<file path="config.mk">
export PLATFORM = sky130hd
export DESIGN_NAME = pc_flag_unit
export DESIGN_NICKNAME = d
export VERILOG_FILES = /design/src/rtl/cpu_pkg.sv /design/src/rtl/cond_eval.sv /design/src/rtl/pc_flag_unit.sv
export SDC_FILE = /design/constraint.sdc
export NUM_CORES = 1
export LEC_CHECK = 0
export ABC_AREA = 0
export CELL_PAD_IN_SITES_DETAIL_PLACEMENT = 1
export CELL_PAD_IN_SITES_GLOBAL_PLACEMENT = 1
export CORE_MARGIN = 3
export CORE_UTILIZATION = 33
export DETAILED_ROUTE_END_ITERATION = 12
export PLACE_DENSITY_LB_ADDON = 0.1
export SKIP_CTS_REPAIR_TIMING = 1
export SLEW_MARGIN = 25
export SYNTH_ARGS = -nofsm -noshare
export SYNTH_HDL_FRONTEND = slang
export SYNTH_SLANG_ARGS = --single-unit
</file>
<file path="constraint.sdc">
create_clock -name clk -period 3.35 [get_ports clk]
set_input_delay 0.5025 -clock clk [delete_from_list [all_inputs] [get_ports clk]]
set_output_delay 0.5025 -clock clk [all_outputs]
set_load 0.005 [all_outputs]
</file>
<file path="src/rtl/cpu_pkg.sv">
// Shared definitions for the single-cycle core: branch condition codes, flag bit
// positions within the N/V/Z register, and the PC sequencer run state.
package cpu_pkg;

  localparam logic [2:0] COND_NE  = 3'b000;
  localparam logic [2:0] COND_EQ  = 3'b001;
  localparam logic [2:0] COND_GT  = 3'b010;
  localparam logic [2:0] COND_LT  = 3'b011;
  localparam logic [2:0] COND_GE  = 3'b100;
  localparam logic [2:0] COND_LE  = 3'b101;
  localparam logic [2:0] COND_OV  = 3'b110;
  localparam logic [2:0] COND_UNC = 3'b111;

  localparam int unsigned FLAG_N = 0;
  localparam int unsigned FLAG_V = 1;
  localparam int unsigned FLAG_Z = 2;

  typedef enum logic {
    PC_RUN    = 1'b0,
    PC_HALTED = 1'b1
  } pc_state_e;

endpackage

</file>
<file path="src/rtl/cond_eval.sv">
// Combinational branch-condition evaluator over a registered N/V/Z flag vector.
module cond_eval
  import cpu_pkg::*;
(
  input  logic [2:0] flags,
  input  logic [2:0] cond,
  output logic       cond_true
);

  logic flag_n;
  logic flag_v;
  logic flag_z;

  assign flag_n = flags[FLAG_N];
  assign flag_v = flags[FLAG_V];
  assign flag_z = flags[FLAG_Z];

  always_comb begin
    cond_true = 1'b0;
    unique case (cond)
      COND_NE:  cond_true = ~flag_z;
      COND_EQ:  cond_true = flag_z;
      COND_GT:  cond_true = ~flag_z & ~flag_n;
      COND_LT:  cond_true = flag_n;
      // Z=1 or (Z=0 and N=0) reduces to Z or not N.
      COND_GE:  cond_true = flag_z | ~flag_n;
      COND_LE:  cond_true = flag_n | flag_z;
      COND_OV:  cond_true = flag_v;
      COND_UNC: cond_true = 1'b1;
      default:  cond_true = 1'b0;
    endcase
  end

endmodule

</file>
<file path="src/rtl/pc_flag_unit.sv">
// Program counter, N/V/Z flag register and RUN/HALTED sequencer. Branches resolve
// against the registered flags, so a flag write is visible one instruction later.
module pc_flag_unit
  import cpu_pkg::*;
#(
  parameter int unsigned          WIDTH    = 16,
  parameter logic [WIDTH-1:0]     RESET_PC = '0
) (
  input  logic             clk,
  input  logic             rst_n,
  input  logic [2:0]       flag_in,
  input  logic [2:0]       flag_we,
  input  logic             branch,
  input  logic             branch_reg,
  input  logic [2:0]       cond,
  input  logic [8:0]       imm9,
  input  logic [WIDTH-1:0] rs_val,
  input  logic             halt,
  input  logic             stall,
  output logic [WIDTH-1:0] pc,
  output logic [WIDTH-1:0] pc_plus2,
  output logic [2:0]       flags,
  output logic             taken,
  output logic             halted
);

  pc_state_e        state_q, state_d;
  logic [WIDTH-1:0] pc_q, pc_d;
  logic [2:0]       flags_q, flags_d;

  logic             cond_true;
  logic             run;
  logic             advance;
  logic [WIDTH-1:0] imm_offset;
  logic [WIDTH-1:0] target;

  cond_eval u_cond_eval (
    .flags     (flags_q),
    .cond      (cond),
    .cond_true (cond_true)
  );

  assign run     = (state_q == PC_RUN);
  assign advance = run & ~stall;

  assign pc_plus2 = pc_q + WIDTH'(2);

  // Word offset: sign-extend imm9 and scale to bytes.
  assign imm_offset = {{(WIDTH - 9){imm9[8]}}, imm9} << 1;
  assign target     = branch_reg ? rs_val : (pc_plus2 + imm_offset);

  // Gated by rst_n so taken reads 0 while reset is held, whatever decode drives.
  assign taken = rst_n & (branch | branch_reg) & cond_true & advance;

  always_comb begin
    pc_d    = pc_q;
    flags_d = flags_q;
    state_d = state_q;
    if (advance) begin
      for (int i = 0; i < 3; i++) begin
        if (flag_we[i]) begin
          flags_d[i] = flag_in[i];
        end
      end
      if (halt) begin
        state_d = PC_HALTED;
      end else if (taken) begin
        pc_d = target;
      end else begin
        pc_d = pc_plus2;
      end
    end
  end

  always_ff @(posedge clk or negedge rst_n) begin
    if (!rst_n) begin
      pc_q    <= RESET_PC;
      flags_q <= 3'b000;
      state_q <= PC_RUN;
    end else begin
      pc_q    <= pc_d;
      flags_q <= flags_d;
      state_q <= state_d;
    end
  end

  assign pc     = pc_q;
  assign flags  = flags_q;
  assign halted = (state_q == PC_HALTED);

endmodule

</file>
==> impl_metrics.prom, run 1 <==
# TYPE chip_impl_metric gauge
chip_impl_metric{name="antenna_cells",unit=""} 0
chip_impl_info{name="synth_ff_type",value="dfrtp_1"} 1
chip_impl_info{name="timing.hold.worst.start",value="halted"} 1
chip_impl_metric{name="final_report_hold_violation_count",unit=""} 0
chip_impl_metric{name="core_area",unit="sq um"} 6422
chip_impl_metric{name="drt_wl_total",unit="um"} 7701
chip_impl_metric{name="final.setup.tns",unit="ns"} 0
chip_impl_metric{name="crit_fanout",unit=""} 5
chip_impl_metric{name="mappedNetlistArea",unit="sq um"} 2220
chip_impl_metric{name="die_height",unit="um"} 88.02
chip_impl_metric{name="gr_ovfl_total",unit=""} 0
chip_impl_metric{name="internal_power",unit="uW"} 630.1
chip_impl_info{name="run_status",value="finished, final reports clean"} 1
chip_impl_metric{name="worst-slew-pin-transition",unit="ns"} 0.6806
chip_impl_metric{name="die_area",unit="sq um"} 7747
chip_impl_metric{name="numCtsBuffers",unit=""} 3
chip_impl_metric{name="drt-pass1-iter-count",unit=""} 4
chip_impl_metric{name="area_growth",unit="%"} 40.59
chip_impl_metric{name="synth_unique_cells",unit=""} 58
chip_impl_metric{name="power.density",unit="nW/um^2"} 316.6
chip_impl_metric{name="max_clock_freq",unit="MHz"} 325.5
chip_impl_info{name="setup.worst_path.start",value="pc[2]"} 1
chip_impl_info{name="ctsRootBufferMaster",value="clkbuf_8"} 1
chip_impl_metric{name="ir_worst_vdd",unit="mV"} 0.1765
chip_impl_metric{name="p_switching",unit="uW"} 357.8
chip_impl_metric{name="fin_worst_skew",unit="ns"} 0.002484
chip_impl_metric{name="synth_edf_count",unit=""} 0
chip_impl_metric{name="grt_first_pass_wirelength",unit="um"} 12480
chip_impl_metric{name="post-route-period-util",unit=""} 0.9170
chip_impl_metric{name="yosys_warnings",unit=""} 0
chip_impl_metric{name="synthesis.nets",unit=""} 335
chip_impl_metric{name="h_tree_levels",unit=""} 1
chip_impl_metric{name="finalWeightedCongestion",unit=""} 0.8074
chip_impl_metric{name="critPathArrivalTime",unit="ns"} 3.22
chip_impl_metric{name="dpl_cell_area",unit="sq um"} 3062
chip_impl_metric{name="drt_first_iter_violations",unit=""} 69
chip_impl_metric{name="worst_hold_slack",unit="ns"} 0.5383
chip_impl_metric{name="clk_path_buf_depth",unit=""} 2
chip_impl_metric{name="hpwl",unit="um"} 6241
chip_impl_info{name="worst_setup_path_category",value="reg -> reg"} 1
chip_impl_metric{name="synth_sequential_area_ratio",unit=""} 0.2255
chip_impl_metric{name="finalSetupViolations",unit=""} 0
chip_impl_metric{name="floorplan.rows",unit=""} 29
chip_impl_metric{name="cts_num_sinks",unit=""} 20
chip_impl_metric{name="cts.clk_slew.worst_paths",unit="ns"} 0.08
chip_impl_metric{name="clockPowerShare",unit=""} 0.198
chip_impl_metric{name="via_count",unit=""} 2384
chip_impl_metric{name="track_usage",unit=""} 0.2059
chip_impl_info{name="start_kind",value="register"} 1
chip_impl_metric{name="clk_latency",unit="ns"} 0.27
chip_impl_metric{name="synth.ff_latch_count",unit=""} 20
chip_impl_metric{name="power_frac_seq",unit=""} 0.313
chip_impl_metric{name="first_global_vias",unit=""} 2493
chip_impl_metric{name="crit_required",unit="ns"} 3.50
chip_impl_metric{name="port_buffers",unit=""} 76
chip_impl_metric{name="drv_slew",unit=""} 0
chip_impl_metric{name="drc",unit=""} 0
chip_impl_metric{name="pwr-share-comb",unit=""} 0.489
chip_impl_metric{name="finish.net_count",unit=""} 411
chip_impl_info{name="tritoncts",value="built"} 1
chip_impl_info{name="end_kind",value="register"} 1
chip_impl_metric{name="grt_max_degree",unit=""} 25
chip_impl_metric{name="die_w",unit="um"} 88.02
chip_impl_metric{name="initial_utilization",unit=""} 0.3456
chip_impl_metric{name="routed_wire_length_per_instance",unit="um"} 17.99
chip_impl_metric{name="leak_pwr",unit="uW"} 0.001256
chip_impl_metric{name="syn-mean-instance-area",unit="sq um"} 8.042
chip_impl_metric{name="power_switching_share",unit=""} 0.3622
chip_impl_info{name="timing.hold.worst.class",value="reg -> reg"} 1
chip_impl_info{name="crit-reg2reg-launch",value="pc[2]"} 1
chip_impl_metric{name="drive_above_1_share",unit=""} 0.09117
chip_impl_metric{name="via_count_normalized_by_instance_count",unit=""} 5.570
chip_impl_metric{name="cap_viol_max_count",unit=""} 0
chip_impl_metric{name="minimum_period_implied_by_the_final_worst_setup_slack",unit="ns"} 3.072
chip_impl_metric{name="ys_async_rst_share",unit=""} 1.000
chip_impl_metric{name="postRouteAntennaNets",unit=""} 0
chip_impl_info{name="rsz0062_at_grt",value="no"} 1
chip_impl_metric{name="slew_headroom",unit=""} 0.5463
chip_impl_metric{name="syn-instance-count",unit=""} 276
chip_impl_metric{name="io_pins",unit=""} 77
chip_impl_metric{name="initial_antenna_violation_count",unit=""} 0
chip_impl_metric{name="final_area",unit="sq um"} 3120
[power groups by stage]
stage / logic [uW] / clock network, uW / registers (uW)
floorplan: 263 / 0 / 302
global placement: 474 / 0 / 313
detailed placement: 484 / 0 / 315
CTS: 488 / 201 / 310
global route: 539 / 208 / 316
finish: 483 / 196 / 309
[placed cells by master, fill, tap and decap left out, types with 8 or more instances in the layout]
| cell | synthesis | routed |
|---|---|---|
| ha_1 | 18 | 18 |
| a21o_1 | 8 | 8 |
| nand3_1 | 20 | 20 |
| clkdlybuf4s50_1 | 0 | 76 |
| inv_1 | 11 | 11 |
| dfrtp_1 | 20 | 20 |
| a21oi_1 | 23 | 22 |
| xnor2_1 | 13 | 13 |
| nor3_1 | 9 | 9 |
| nor2_1 | 14 | 14 |
| o21ai_0 | 12 | 11 |
| nand2_1 | 25 | 25 |
| buf_4 | 2 | 9 |
[synth_stat cells, types with 2 or more instances]
cell      instances  area (sq um)
a211oi_2          2         25.02
a21oi_2           2         17.52
a21oi_1          23         115.1
dfrtp_1          20         500.5
nor2b_1           3         18.77
o22ai_1           6         37.54
nor2_1           14         52.55
a211oi_1          5         37.54
buf_4             2         15.01
clkbuf_1          7         26.28
nor3_1            9         45.04
and3_1            5         31.28
o21ai_0          12         60.06
nand2_1          25         93.84
a31oi_1           4         25.02
inv_1            11         41.29
o21ai_2           2         17.52
mux2_2            6         67.56
or2_2             2         12.51
or3_1             5         31.28
nand4_1           3         18.77
o31ai_1           3         22.52
xnor2_1          13         113.9
nand2b_1          2         12.51
xor2_1            5         43.79
o21a_1            4         30.03
buf_2             2         10.01
ha_1             18         225.2
nand3_1          20         100.1
o211ai_1          6         45.04
a21o_1            8         60.06
[layer usage]
metal  routed length [um]  GRT usage  part of all wire
met1                 3489     0.2713              0.45
met2                 3765     0.3575              0.49
met3                  271    0.01693             0.035
met4                  174    0.06319             0.023
met5                    0          0                 0
[sequential cells by signal, indices dropped and copies added (netlist names)]
register  flops
halted        1
pc           16
flags         3
[final timing paths]
kind	to	cells after the start	slack, ns
max	pc[14]	12	0.28
min	halted	1	0.54
max reg2reg	pc[14]	12	0.28
min reg2reg	halted	1	0.54
max in group asynchronous	pc[5]	2	2.47
min in group asynchronous	flags[2]	2	0.66
[kinds of logic after synthesis]
family,count (synthesis),synth area share
xor gates and xnor gates,18,0.07103
adders and majority gates,19,0.1105
buffers and inverters,25,0.05580
AOI/OAI and AO/OA,91,0.2807
muxes,7,0.03495
DFF,20,0.2255
and+or+nand+nor,96,0.2215
[through the flow]
stage          instances  setup WS [ns]  total power, uW  utilization
2_1_floorplan        276         0.6159            564.3            -
3_3_place_gp         424         0.3054            787.0       0.4767
3_5_place_dp         424         0.2526            798.9       0.4767
4_1_cts              428         0.2332            999.7       0.4853
5_1_grt              428       0.006898             1062       0.4859
6_report             428         0.2779            987.9       0.4859
[critical path: stages, from the launching register on]
cell and delay (ns):
dfrtp_1 0.42, ha_1 0.28, nand4_1 0.20, nor2_1 0.19, nand3_1 0.16, xnor2_1 0.36, ha_1 0.31, a21o_1 0.21
nand2b_1 0.21, o211ai_1 0.17, a31oi_1 0.15, xor2_1 0.16, o2bb2ai_1 0.13
[cell type report]
type / count / area, sq um
sequential: 20 / 500.5
tap: 77 / 96.34
inverter: 11 / 41.29
clock buffer: 4 / 55.05
fill: 766 / 3302
multi-input combinational: 231 / 1599
timing repair buffer: 85 / 828.3
No activity file was read; power rests on OpenSTA's default activity.
==> run 2: changes to the inputs <==
--- a/config.mk
+++ b/config.mk
@@ -9,11 +9,11 @@
 export CELL_PAD_IN_SITES_DETAIL_PLACEMENT = 1
 export CELL_PAD_IN_SITES_GLOBAL_PLACEMENT = 1
 export CORE_MARGIN = 3
-export CORE_UTILIZATION = 33
+export CORE_UTILIZATION = 46
 export DETAILED_ROUTE_END_ITERATION = 12
+export DONT_BUFFER_PORTS = 1
 export PLACE_DENSITY_LB_ADDON = 0.1
 export SKIP_CTS_REPAIR_TIMING = 1
-export SLEW_MARGIN = 25
 export SYNTH_ARGS = -nofsm -noshare
 export SYNTH_HDL_FRONTEND = slang
 export SYNTH_SLANG_ARGS = --single-unit
==> run 2 against run 1 <==
Compared with the run above:
- clock power down 4%
- setup slack worse by 0.013 ns
- final cell count down 24%
- fmax down 0.43%
- worst hold slack worse by 0.19 ns
- sequential share of layout area up 5.3 points
- sequential power up 2%
- combinational power down 31%
- core utilization up 3.4 points
- first-iteration DRC count up 30%
- non-clock buffer count down 79
- register-to-register slack about the same
- critical endpoint is now pc[13]
- largest cell class unchanged
- highest routed layer unchanged
==> impl_metrics.prom, run 2 (synthesis results as in run 1) <==
# TYPE chip_impl_metric gauge
chip_impl_metric{name="finish.net_count",unit=""} 332
chip_impl_info{name="crit_family",value="simple AND/OR/NAND/NOR gates"} 1
chip_impl_metric{name="io_pins",unit=""} 77
chip_impl_metric{name="numCtsBuffers",unit=""} 3
chip_impl_metric{name="nFillCells",unit=""} 549
chip_impl_metric{name="via_count_normalized_by_instance_count",unit=""} 6.531
chip_impl_metric{name="h_tree_levels",unit=""} 1
chip_impl_metric{name="die_height",unit="um"} 75.47
chip_impl_metric{name="grt_max_degree",unit=""} 26
chip_impl_info{name="critPathSlowestCell",value="dfrtp_1"} 1
chip_impl_metric{name="clk_latency",unit="ns"} 0.26
chip_impl_metric{name="final_instance_count_without_filler_cells",unit=""} 324
chip_impl_metric{name="cap_viol_max_count",unit=""} 0
chip_impl_info{name="top_library_cells_by_usage_in_the_layout_fill_and_taps_aside",value="nand2_1 (25), a21oi_1 (23), nand3_1 (20), dfrtp_1 (20), ha_1 (17)"} 1
chip_impl_metric{name="dpl_cell_area",unit="sq um"} 2240
chip_impl_info{name="timing.hold.worst.class",value="in -> reg"} 1
chip_impl_metric{name="fin_worst_skew",unit="ns"} 0.001606
chip_impl_metric{name="slew_headroom",unit=""} 0.3539
chip_impl_metric{name="drt_first_iter_violations",unit=""} 90
chip_impl_metric{name="final_report_hold_violation_count",unit=""} 0
chip_impl_metric{name="post-route-period-util",unit=""} 0.9210
chip_impl_metric{name="cts_num_sinks",unit=""} 20
chip_impl_metric{name="finalWeightedCongestion",unit=""} 0.8758
chip_impl_metric{name="routed_wire_length_per_instance",unit="um"} 20.05
chip_impl_metric{name="floorplan.rows",unit=""} 24
chip_impl_metric{name="grt_first_pass_wirelength",unit="um"} 10140
chip_impl_metric{name="final.setup.tns",unit="ns"} 0
chip_impl_metric{name="drc",unit=""} 0
chip_impl_metric{name="critPathMaxStageDelay",unit="ns"} 0.44
chip_impl_metric{name="gr_ovfl_total",unit=""} 0
chip_impl_info{name="run_status",value="finished, final reports clean"} 1
chip_impl_info{name="layout.cells.most_common",value="nand2_1"} 1
chip_impl_metric{name="core_area",unit="sq um"} 4504
chip_impl_metric{name="largest_register_ffs",unit=""} 16
chip_impl_info{name="critical_path_cell_by_cell",value="ha_2 -> nand4_1 -> or2_2 -> xnor2_4 -> ha_1 -> nand2_1 -> o21ai_0 -> or3_1 -> o22ai_1 -> xor2_1 -> o32ai_2"} 1
chip_impl_metric{name="final_area",unit="sq um"} 2344
chip_impl_metric{name="drt_wl_total",unit="um"} 6496
chip_impl_metric{name="die_area",unit="sq um"} 5695
chip_impl_metric{name="critPathArrivalTime",unit="ns"} 3.23
chip_impl_metric{name="dp_cells",unit=""} 319
chip_impl_metric{name="max_clock_freq",unit="MHz"} 324.1
chip_impl_metric{name="minimum_period_implied_by_the_final_worst_setup_slack",unit="ns"} 3.085
chip_impl_metric{name="antenna_cells",unit=""} 0
chip_impl_info{name="tritoncts",value="built"} 1
chip_impl_info{name="ctsRootBufferMaster",value="clkbuf_8"} 1
chip_impl_metric{name="crit_fanout",unit=""} 5
chip_impl_metric{name="port_buffers",unit=""} 0
chip_impl_info{name="end_kind",value="register"} 1
chip_impl_metric{name="drive_above_1_share",unit=""} 0.1213
chip_impl_metric{name="worst-slew-pin-transition",unit="ns"} 0.9659
chip_impl_metric{name="track_usage",unit=""} 0.2318
chip_impl_metric{name="leak_pwr",unit="uW"} 0.0009597
chip_impl_metric{name="initial_utilization",unit=""} 0.4928
chip_impl_metric{name="postRouteAntennaNets",unit=""} 0
chip_impl_metric{name="clk_path_buf_depth",unit=""} 2
chip_impl_metric{name="cts.clk_slew.worst_paths",unit="ns"} 0.08
chip_impl_metric{name="hpwl",unit="um"} 5120
chip_impl_metric{name="timing.critical_path.buf_inv",unit=""} 0
chip_impl_metric{name="via_count",unit=""} 2116
chip_impl_metric{name="ir_worst_vdd",unit="mV"} 0.2141
chip_impl_metric{name="die_w",unit="um"} 75.47
chip_impl_metric{name="power.density",unit="nW/um^2"} 355.8
chip_impl_metric{name="area_growth",unit="%"} 5.581
chip_impl_metric{name="finalSetupViolations",unit=""} 0
chip_impl_metric{name="drt-pass1-iter-count",unit=""} 4
chip_impl_info{name="start_kind",value="register"} 1
chip_impl_metric{name="drv_slew",unit=""} 0
chip_impl_info{name="worst_setup_path_category",value="reg -> reg"} 1
chip_impl_metric{name="initial_antenna_violation_count",unit=""} 0
chip_impl_metric{name="crit_required",unit="ns"} 3.50
chip_impl_metric{name="first_global_vias",unit=""} 2002
==> run 2: cell count changes in the layout (fill, tap and decap cells not counted), sizes merged <==
cell	before	now
buf	9	5
dlygate4sd3	0	1
clkdlybuf4s50	76	0
==> run 2: where the power goes <==
part           internal [uW]  switching [uW]  leakage, uW
combinational            144             187     0.000687
sequential               267            48.1     0.000244
clock                    105            83.2    0.0000288
total                    516             318     0.000960
==> run 2: worst paths after layout <==
path / start / to / slack, ns / cells past startpoint
hold reg to reg: halted / halted / 0.57 / 1
setup reg to reg: pc[1] / pc[13] / 0.26 / 11
setup / recovery: pc[1] / pc[13] / 0.26 / 11
max in group asynchronous: rst_n / pc[7] / 1.93 / 1
hold / removal: branch_reg / pc[13] / 0.35 / 1
min in group asynchronous: rst_n / flags[1] / 0.84 / 1
==> run 2: layout make-up <==
type,count,area [sq um],area share
Tap cell,52,65.06,0.02776
Inverter,11,41.29,0.01762
Timing Repair Buffer,6,47.55,0.02029
Multi-Input combinational cell,231,1634,0.6973
Clock buffer,4,55.05,0.02349
Sequential cell,20,500.5,0.2136
==> run 2: layer usage <==
layer  vias to the layer above  global-route usage  share of wire
met4                         0             0.04660         0.0089
met5                         -                   0              0
met3                         6             0.05145          0.059
met2                        67              0.3720           0.47
li1                       1022                   -              -
met1                      1021              0.3210           0.46
==> run 2: metrics by stage <==
stage	setup WS, ns	hold WS [ns]	power (uW)	util
floorplan	0.6159	0.2069	564.3	-
global placement	0.1622	0.2075	631.0	0.4972
detailed placement	0.1169	0.2074	638.3	0.4972
CTS	0.09081	-0.07962	829.1	0.5094
global route	-0.005752	0.3407	905.1	0.5203
finish	0.2647	0.3489	833.8	0.5203
==> run 3: changes to the inputs <==
--- a/config.mk
+++ b/config.mk
@@ -10,10 +10,12 @@
 export CELL_PAD_IN_SITES_GLOBAL_PLACEMENT = 1
 export CORE_MARGIN = 3
 export CORE_UTILIZATION = 46
+export CTS_CLUSTER_SIZE = 40
 export DETAILED_ROUTE_END_ITERATION = 12
 export DONT_BUFFER_PORTS = 1
 export PLACE_DENSITY_LB_ADDON = 0.1
 export SKIP_CTS_REPAIR_TIMING = 1
+export SLEW_MARGIN = 20
 export SYNTH_ARGS = -nofsm -noshare
 export SYNTH_HDL_FRONTEND = slang
 export SYNTH_SLANG_ARGS = --single-unit
==> results of run 3 <==
No change in the layout: final DEF, timing and power equal those of run 2.
